$ cat src/rtl/alu_ctrl_pipe.sv
// ALU-control decoder with RV32M support, illegal-encoding flagging, a valid/hart
// delay pipeline with per-hart flush, and occupancy tracking for the shared divider.
module alu_ctrl_pipe #(
  parameter int STAGES      = 1,
  parameter int NUM_HARTS   = 16,
  parameter int ENABLE_M    = 1,
  parameter int DIV_CYCLES  = 34,
  parameter int ALUOP_WIDTH = 5,
  localparam int HW = (NUM_HARTS > 1) ? $clog2(NUM_HARTS) : 1
) (
  input  logic                   clk,
  input  logic                   reset,
  input  logic                   i_valid,
  input  logic [HW-1:0]          i_hart_id,
  input  logic [3:0]             i_ALUctrl,
  input  logic [2:0]             i_funct3,
  input  logic [6:0]             i_funct7,
  input  logic                   i_flush,
  input  logic [HW-1:0]          i_flush_hart,
  output logic                   o_valid,
  output logic [HW-1:0]          o_hart_id,
  output logic [ALUOP_WIDTH-1:0] o_ALUOp,
  output logic                   o_illegal,
  output logic                   o_replay,
  output logic [HW-1:0]          o_replay_hart,
  output logic                   o_div_busy
);

  localparam int CW = $clog2(DIV_CYCLES + 1);
  typedef logic [ALUOP_WIDTH-1:0] op_t;

  localparam op_t OP_ADD  = op_t'(0);
  localparam op_t OP_SUB  = op_t'(1);
  localparam op_t OP_SLL  = op_t'(2);
  localparam op_t OP_SLT  = op_t'(3);
  localparam op_t OP_SLTU = op_t'(4);
  localparam op_t OP_XOR  = op_t'(5);
  localparam op_t OP_SRL  = op_t'(6);
  localparam op_t OP_SRA  = op_t'(7);
  localparam op_t OP_OR   = op_t'(8);
  localparam op_t OP_AND  = op_t'(9);
  localparam op_t OP_PASS = op_t'(10);
  localparam op_t OP_MUL  = op_t'(11);
  localparam op_t OP_DIV  = op_t'(15);

  op_t           dec_op_d;
  logic          dec_ill_d;
  logic          is_div_d;
  logic          div_accept_d;
  logic          div_reject_d;
  logic [CW-1:0] div_cnt_d;

  logic          vld_q  [STAGES];
  logic [HW-1:0] hart_q [STAGES];
  op_t           op_q   [STAGES];
  logic          ill_q  [STAGES];
  logic [CW-1:0] div_cnt_q;
  logic          div_busy_q;
  logic          replay_q;
  logic [HW-1:0] replay_hart_q;

  // Opcode decode; an illegal encoding leaves the opcode at ADD
  always_comb begin
    dec_op_d  = OP_ADD;
    dec_ill_d = 1'b0;
    case (i_ALUctrl)
      4'b0000: dec_op_d = OP_ADD;
      4'b0001: dec_op_d = OP_SUB;
      4'b0011: dec_op_d = OP_PASS;
      4'b0010: begin
        case (i_funct7)
          7'b0000000: begin
            case (i_funct3)
              3'b000:  dec_op_d = OP_ADD;
              3'b001:  dec_op_d = OP_SLL;
              3'b010:  dec_op_d = OP_SLT;
              3'b011:  dec_op_d = OP_SLTU;
              3'b100:  dec_op_d = OP_XOR;
              3'b101:  dec_op_d = OP_SRL;
              3'b110:  dec_op_d = OP_OR;
              3'b111:  dec_op_d = OP_AND;
              default: dec_ill_d = 1'b1;
            endcase
          end
          7'b0100000: begin
            if (i_funct3 == 3'b000) begin
              dec_op_d = OP_SUB;
            end else if (i_funct3 == 3'b101) begin
              dec_op_d = OP_SRA;
            end else begin
              dec_ill_d = 1'b1;
            end
          end
          7'b0000001: begin
            // RV32M ops are laid out contiguously from MUL in funct3 order
            if (ENABLE_M != 0) begin
              dec_op_d = OP_MUL + op_t'(i_funct3);
            end else begin
              dec_ill_d = 1'b1;
            end
          end
          default: dec_ill_d = 1'b1;
        endcase
      end
      4'b0100: begin
        case (i_funct3)
          3'b000:  dec_op_d = OP_ADD;
          3'b010:  dec_op_d = OP_SLT;
          3'b011:  dec_op_d = OP_SLTU;
          3'b100:  dec_op_d = OP_XOR;
          3'b110:  dec_op_d = OP_OR;
          3'b111:  dec_op_d = OP_AND;
          3'b001: begin
            if (i_funct7 == 7'b0000000) begin
              dec_op_d = OP_SLL;
            end else begin
              dec_ill_d = 1'b1;
            end
          end
          3'b101: begin
            if (i_funct7 == 7'b0000000) begin
              dec_op_d = OP_SRL;
            end else if (i_funct7 == 7'b0100000) begin
              dec_op_d = OP_SRA;
            end else begin
              dec_ill_d = 1'b1;
            end
          end
          default: dec_ill_d = 1'b1;
        endcase
      end
      default: dec_ill_d = 1'b1;
    endcase
  end

  // Shared-divider arbitration and busy-counter next state
  always_comb begin
    is_div_d     = !dec_ill_d && (dec_op_d >= OP_DIV);
    div_accept_d = i_valid && is_div_d && !div_busy_q;
    div_reject_d = i_valid && is_div_d && div_busy_q;
    if (div_accept_d) begin
      div_cnt_d = CW'(DIV_CYCLES);
    end else if (div_cnt_q != {CW{1'b0}}) begin
      div_cnt_d = div_cnt_q - CW'(1);
    end else begin
      div_cnt_d = div_cnt_q;
    end
  end

  // Pipeline stages, divider counter and replay pulse
  always_ff @(posedge clk) begin
    if (reset) begin
      for (int k = 0; k < STAGES; k++) begin
        vld_q[k]  <= 1'b0;
        hart_q[k] <= '0;
        op_q[k]   <= OP_ADD;
        ill_q[k]  <= 1'b0;
      end
      div_cnt_q     <= '0;
      div_busy_q    <= 1'b0;
      replay_q      <= 1'b0;
      replay_hart_q <= '0;
    end else begin
      vld_q[0]  <= i_valid && !div_reject_d && !(i_flush && (i_hart_id == i_flush_hart));
      hart_q[0] <= i_hart_id;
      op_q[0]   <= dec_op_d;
      ill_q[0]  <= dec_ill_d;
      // An entry is killed while moving between stages if its hart is flushed
      for (int k = 1; k < STAGES; k++) begin
        vld_q[k]  <= vld_q[k-1] && !(i_flush && (hart_q[k-1] == i_flush_hart));
        hart_q[k] <= hart_q[k-1];
        op_q[k]   <= op_q[k-1];
        ill_q[k]  <= ill_q[k-1];
      end
      div_cnt_q  <= div_cnt_d;
      div_busy_q <= (div_cnt_d != {CW{1'b0}});
      replay_q   <= div_reject_d;
      if (div_reject_d) begin
        replay_hart_q <= i_hart_id;
      end else begin
        replay_hart_q <= replay_hart_q;
      end
    end
  end

  assign o_valid       = vld_q[STAGES-1];
  assign o_hart_id     = hart_q[STAGES-1];
  assign o_ALUOp       = op_q[STAGES-1];
  assign o_illegal     = ill_q[STAGES-1];
  assign o_replay      = replay_q;
  assign o_replay_hart = replay_hart_q;
  assign o_div_busy    = div_busy_q;

endmodule
$ cat config.mk
export PLATFORM = sky130hd
export DESIGN_NAME = alu_ctrl_pipe
export DESIGN_NICKNAME = d
export VERILOG_FILES = /design/src/rtl/alu_ctrl_pipe.sv
export SDC_FILE = /design/constraint.sdc
export NUM_CORES = 1
export LEC_CHECK = 0
export CORE_ASPECT_RATIO = 1.5
export CORE_MARGIN = 2
export CORE_UTILIZATION = 51
export DETAILED_ROUTE_END_ITERATION = 12
export PLACE_DENSITY = 0.85
export SLEW_MARGIN = 20
export SYNTH_ARGS = -nofsm -noshare
export SYNTH_HDL_FRONTEND = slang
export SYNTH_SLANG_ARGS = --single-unit
$ cat constraint.sdc
create_clock -name clk -period 7.5 [get_ports clk]
set_clock_uncertainty 0.05 [all_clocks]
set_input_delay 0.75 -clock clk [delete_from_list [all_inputs] [get_ports clk]]
set_output_delay 0.75 -clock clk [all_outputs]
set_load 0.01 [all_outputs]
# After elaboration in Yosys (flattened, before gate mapping)
# Memories as Yosys holds them, arrays and structs flattened.
# Cells that the tools add are included.
[totals]
wordCells = 77
output_inout_bits = 17
n_memories = 5
romBits = 32
ramBits = 11
regBits = 12
latchBits = 0
[classes]
multipliers = 0
n_div = 0
n_addsub = 2
bitwise = 0
order_cmp = 1
shifts = 0
muxes = 29
n_eq_ne = 14
n_reduce_logical = 22
[mem_list]
columns = ["name", "depth", "word_bits", "read_ports", "rd_ports_with_merged_regs", "wr", "line_no", "rtl"]
rows = [
  ["(no name shown)", 8, 4, 1, 0, 0, "73", "case (i_funct3)"],
  ["op_q", 1, 5, 1, 0, 1, "55", "op_t op_q [STAGES];"],
  ["hart_q", 1, 4, 1, 0, 1, "54", "logic [HW-1:0] hart_q [STAGES];"],
  ["ill_q", 1, 1, 1, 0, 1, "56", "logic ill_q [STAGES];"],
  ["vld_q", 1, 1, 1, 0, 1, "53", "logic vld_q [STAGES];"],
]
[op_table]
columns = ["op", "count"]
rows = [
  ["$pmux W5 S8", 1],
  ["$pmux W5 S4", 1],
  ["$pmux W5 S3", 1],
  ["$mux W1", 14],
  ["$eq A3 B3 Y1 const B", 4],
  ["$mux W3", 4],
  ["$mux W6", 2],
  ["$reduce_bool A6 Y1", 2],
  ["$eq A4 B2 Y1 const B", 2],
  ["$eq A7 B1 Y1 const B", 1],
  ["$eq A7 B6 Y1 const B", 1],
  ["$logic_and A1 B1 Y1", 7],
  ["$logic_not A7 Y1", 1],
  ["$eq A3 B2 Y1 const B", 2],
  ["$sub A6 B1 Y6 const B", 1],
  ["$add A4 B3 Y5 const A", 1],
  ["$ge A5 B4 Y1 const B", 1],
  ["$mux W5", 1],
  ["$reduce_or A5 Y1", 1],
  ["$eq A4 B1 Y1 const B", 1],
  ["$eq A4 B3 Y1 const B", 1],
  ["$eq A4 B4 Y1", 1],
  ["$logic_not A1 Y1", 4],
  ["$logic_not A4 Y1", 1],
  ["10 further kinds", 12],
]

# Logic depth before layout (Yosys ltp)
[logic_depth]
ltp_word = 13
depth_mapped = 12
ltp_nobuf = 11

# Worst setup path after synthesis
# Ideal clock, no wire load.
[synth_timing]
path_kind = "input -> register"
start = "in i_funct7[1]"
end = "reg replay_hart_q[0], in the netlist o_replay_hart[0]"
cell_stages = 8
path_slack_ns = 4.479
arrival_time_ns = 2.850
cell_sequence = "or4_4 -> nor4_4 -> o21ai_1 -> a22oi_2 -> a41oi_1 -> or3b_1 -> buf_2 -> mux2_4"
[synth_between]
elab_chain_len = 9
[synth_rtl]
columns = ["item", "line_no", "rtl"]
rows = [
  ["start, declared", "17", "input logic [6:0] i_funct7,"],
  ["$eq A7 B6 Y1", "71, 123", ""],
  ["$mux W3 or $mux W1 (tied branches)", "123", "end else if (i_funct7 == 7'b0100000) begin"],
  ["$mux W3 or $mux W1 (tied branches)", "121", "if (i_funct7 == 7'b0000000) begin"],
  ["$pmux W5 S8 or $pmux W1 S2 (tied branches)", "106", "case (i_funct3)"],
  ["$pmux W5 S4 or $pmux W1 S3 (tied branches)", "66", "case (i_ALUctrl)"],
  ["$ge A5 B4 Y1 or $logic_not A1 Y1 (tied branches)", "138", "is_div_d = !dec_ill_d && (dec_op_d >= OP_DIV);"],
  ["$logic_and A1 B1 Y1 (*)", "138", ""],
  ["$logic_and A1 B1 Y1 (*) (2 in series)", "140", "div_reject_d = i_valid && is_div_d && div_busy_q;"],
  ["end signal, assigned", "179", "replay_hart_q <= i_hart_id;"],
  ["end signal, assigned", "181", "replay_hart_q <= replay_hart_q;"],
  ["end, declared", "60", "logic [HW-1:0] replay_hart_q;"],
]
# Mark *: on every way between the ends. The rest lies on a longest branch, timed or not. The select of a mux whose other input is x is not followed.
# A chain may end at the register's enable or synchronous reset.

# Worst setup path in the final report
[layout_timing]
start = "in i_funct3[0]"
end = "reg replay_hart_q[2], in the netlist o_replay_hart[2]"
[layout_between]
elab_chain_len = 9
[layout_rtl]
columns = ["item", "line_no", "rtl"]
rows = [
  ["start, declared", "16", "input logic [2:0] i_funct3,"],
  ["branches (longest 6 deep; another with $add A4 B3 Y5)", "n/a", ""],
  ["$logic_and A1 B1 Y1 (*)", "138", ""],
  ["$logic_and A1 B1 Y1 (*) (2 in series)", "140", ""],
]
# Mark *: on every way between the ends. The select of a mux whose other input is x is not followed.

==> results.md <==
- Outcome: finished, final reports clean
- Cts hold-fix bufs: 0
- Final Critical Period: 3520 ps
- Combinational share of power: 0.422
- Int Pwr: 0.257 mW
- Clock tree from TritonCTS: yes
- Critical-path top delay cell: clkdlybuf4s50_1
- Clock slew at reported path FFs: roughly 80 ps
- Via Count: 1,433
- Root Driver: clkbuf_8
- Synth top cells by count: dfxtp_1 (23), a21oi_1 (16), nor2_1 (15)
- Gpl congestion: 0.959
- Req. time, crit path: 7600 ps
- Synth warnings: 0
- Post-CTS Setup Inserts: 0
- Unrepaired setup endpoints after global routing: false
- Clock share of power: 0.186
- Post-Synthesis Cells: between 150 and 200
- Worst-Skew Late Latency: 260 ps
- Max FO, Critical Path: 7
- Post-synthesis sequential area ratio: 0.313
- First-pass GRT wire length: 5620 µm
- Yosys cell types: 41
- Die ar.: between 0.003 and 0.004 mm²
- Drt wl/cell: 13.6 µm
- Hold Crit Class: reg -> reg
- Most numerous cell in the Yosys netlist: dfxtp_1
- Ys async rst share: 0
- Post-DRT Antenna Nets: 0
- Vias/cell: about 5.7
- CP arrival: 3620 ps
- Startpoint Class: primary input
- Flop pwr share: 0.392
- Final nets: 249
- TritonCTS buffer count: 3
- NetSw: 0.140 mW
- Die Span Y: 69.7 µm
- Sink Count: 23
- GRT Overall Usage: 0.226
- Leak: 0.728 nW
- Worst-Margin Slew: 698 ps
- Slew Viols, Final: 0
- CP max stage delay: roughly 600 ps
- Post-synth EDFFs: 0
- Die width: 47.8 µm
- Final WL: 3420 µm
- Max_slew headroom: 0.528
- Total of max-cap violations: 0
- Total Power: 0.397 mW
- Pwr dens: 203 mW/mm²
- Final period utilization: 0.469
- Fin Setup TNS: 0 ps
- CP most frequent cell: or3b_1
- Initial DRT Pass Iterations: 4
- Antenna violations before repair: 0
- Post-Syn Nets: ~210
- Peak VDD IR: approximately 0.15 mV
- Total grt overflow: 0
- Synth area leader: dfxtp_1
- IO Port Bufs: 42
- DP HPWL: 2830 µm
- Clock buffer depth: 2
- Primary FF master, synth: dfxtp_1
- Fmax: between 200 and 300 MHz
- Starting DRC count in detailed routing: 47
- Largest net degree at the start of global routing: 18
- Initial Util: 0.543
- Worst-path cell chain: clkdlybuf4s50_1 -> inv_1 -> ha_1 -> or3b_1 -> a21oi_1 -> a31oi_1 -> o211ai_1 -> a41oi_1 -> or3b_1 -> mux2_4
- Antenna fix cells: 0
- Vias in the first global route: 1,396
- Avg Cell Area, Syn: 8.35 µm²
- Hold Vio Cnt, Final: 0
- Synth Register Bits: 23
- Setup CP Type: in -> reg
- CTS H-tree depth: 1
- Rows: 23
- Layout filler cell count: 227
- Post-Syn Area: 0.00147 mm²
- CP endpoint kind: register
- Sw frac: 0.353
- Remaining DRCs: 0
- CORE AREA: 0.00271 mm²
- Layout cells sized above 1: 0.0698
- IO Pins: 43
- Yosys top cell area share: 0.313
- Area Growth Syn to Fin: 33.0%
- Post_cts resized: 0
- Synth area leaders: dfxtp_1 (31%), ha_1 (6.0%), nor2b_1 (5.5%)
- Final setup vio count: 0
==> metal layers <==
| layer | global-route usage | up-vias | routed length, µm |
|---|---|---|---|
| met5 | 0 | - | 0 |
| met4 | 0.144 | 0 | 167 |
| met3 | 0.0286 | 19 | 116 |
| met2 | 0.400 | 62 | 1890 |
| met1 | 0.222 | 648 | 1240 |
| li1 | - | 704 | - |
==> worst paths after layout <==
kind / start / depth (start not counted) / slack, ps / to
hold / removal: div_cnt_q[4]$_SDFF_PP0_ / 2 / 440 / div_cnt_q[4]$_SDFF_PP0_
setup reg to reg: div_cnt_q[2]$_SDFF_PP0_ / 7 / 5510 / o_div_busy$_SDFF_PP0_
setup / recovery: i_funct3[0] / 10 / 3980 / o_replay_hart[2]$_SDFFE_PP0P_
hold reg to reg: div_cnt_q[4]$_SDFF_PP0_ / 2 / 440 / div_cnt_q[4]$_SDFF_PP0_
==> area by class of cell <==
class	count	area (µm²)	share of cell area
Clock buffer	3	41.3	0.0211
Clock inverter	1	5.00	0.00256
Inverter	10	37.5	0.0192
Multi-Input combinational cell	136	942	0.482
Sequential cell	23	460	0.236
Tap cell	37	46.3	0.0237
Timing Repair Buffer	42	420	0.215
==> flip-flops by register name (all words and copies together) (netlist names) <==
register	cells
div_cnt_q	6
hart_q	4
ill_q	1
o_div_busy	1
o_replay	1
o_replay_hart	4
op_q	5
vld_q	1
==> logic make-up after synthesis <==
group,count (synthesis),synth area share
flip-flops,23,0.313
AO/OA/AOI/OAI,42,0.192
AND/OR/NAND/NOR,74,0.296
XOR/XNOR,9,0.0537
buffers and inverters,17,0.0451
adder cells (fa/ha/maj),7,0.0596
multiplexers,4,0.0409
==> power groups by stage <==
stage	clock network, mW	registers (mW)	logic [mW]
detailed placement	0	0.158	0.167
floorplan	0	0.154	0.124
global placement	0	0.157	0.158
CTS	0.0749	0.155	0.167
global route	0.0798	0.159	0.189
finish	0.0737	0.155	0.168
==> placed cells by master, fill, tap and decap left out, drive strengths merged, types with 2 or more instances in the layout <==
cell type      synthesis  layout
clkdlybuf4s50          0      42
nand2                  7       7
a22oi                  3       3
mux2                   4       4
or3                    3       3
nor2                  16      16
nor3                  11      11
nor4                   2       2
and2                   2       2
inv                   10      10
and4                   2       2
nor2b                 13      13
o211ai                 4       4
a21oi                 16      16
o21a                   2       2
xnor2                  4       4
xor2                   5       5
a41oi                  2       2
a31oi                  2       2
o31ai                  2       2
ha                     7       7
clkbuf                 5       3
nand2b                 4       4
dfxtp                 23      23
nand3                  5       5
o21ai                  6       6
or3b                   2       2
nor4b                  3       3
==> stage by stage <==
stage	hold WS (ps)	setup WS [ps]	utilization	cell area [µm²]	std cells
global route	469	3760	0.722	1950	252
global placement	422	3800	0.705	1910	248
finish	436	3980	0.722	1950	252
CTS	436	4000	0.722	1950	252
floorplan	400	4480	-	1470	176
detailed placement	425	3730	0.705	1910	248
==> critical path: cells and delay by family <==
| family | cells | cell delay, ps |
|---|---|---|
| muxes | 1 | 330 |
| and+or+nand+nor | 2 | 880 |
| buffers and inverters | 2 | 700 |
| adders and majority gates | 1 | 300 |
| AOI/OAI and AO/OA | 4 | 660 |
Note: power is estimated with default switching activity, not from simulation.
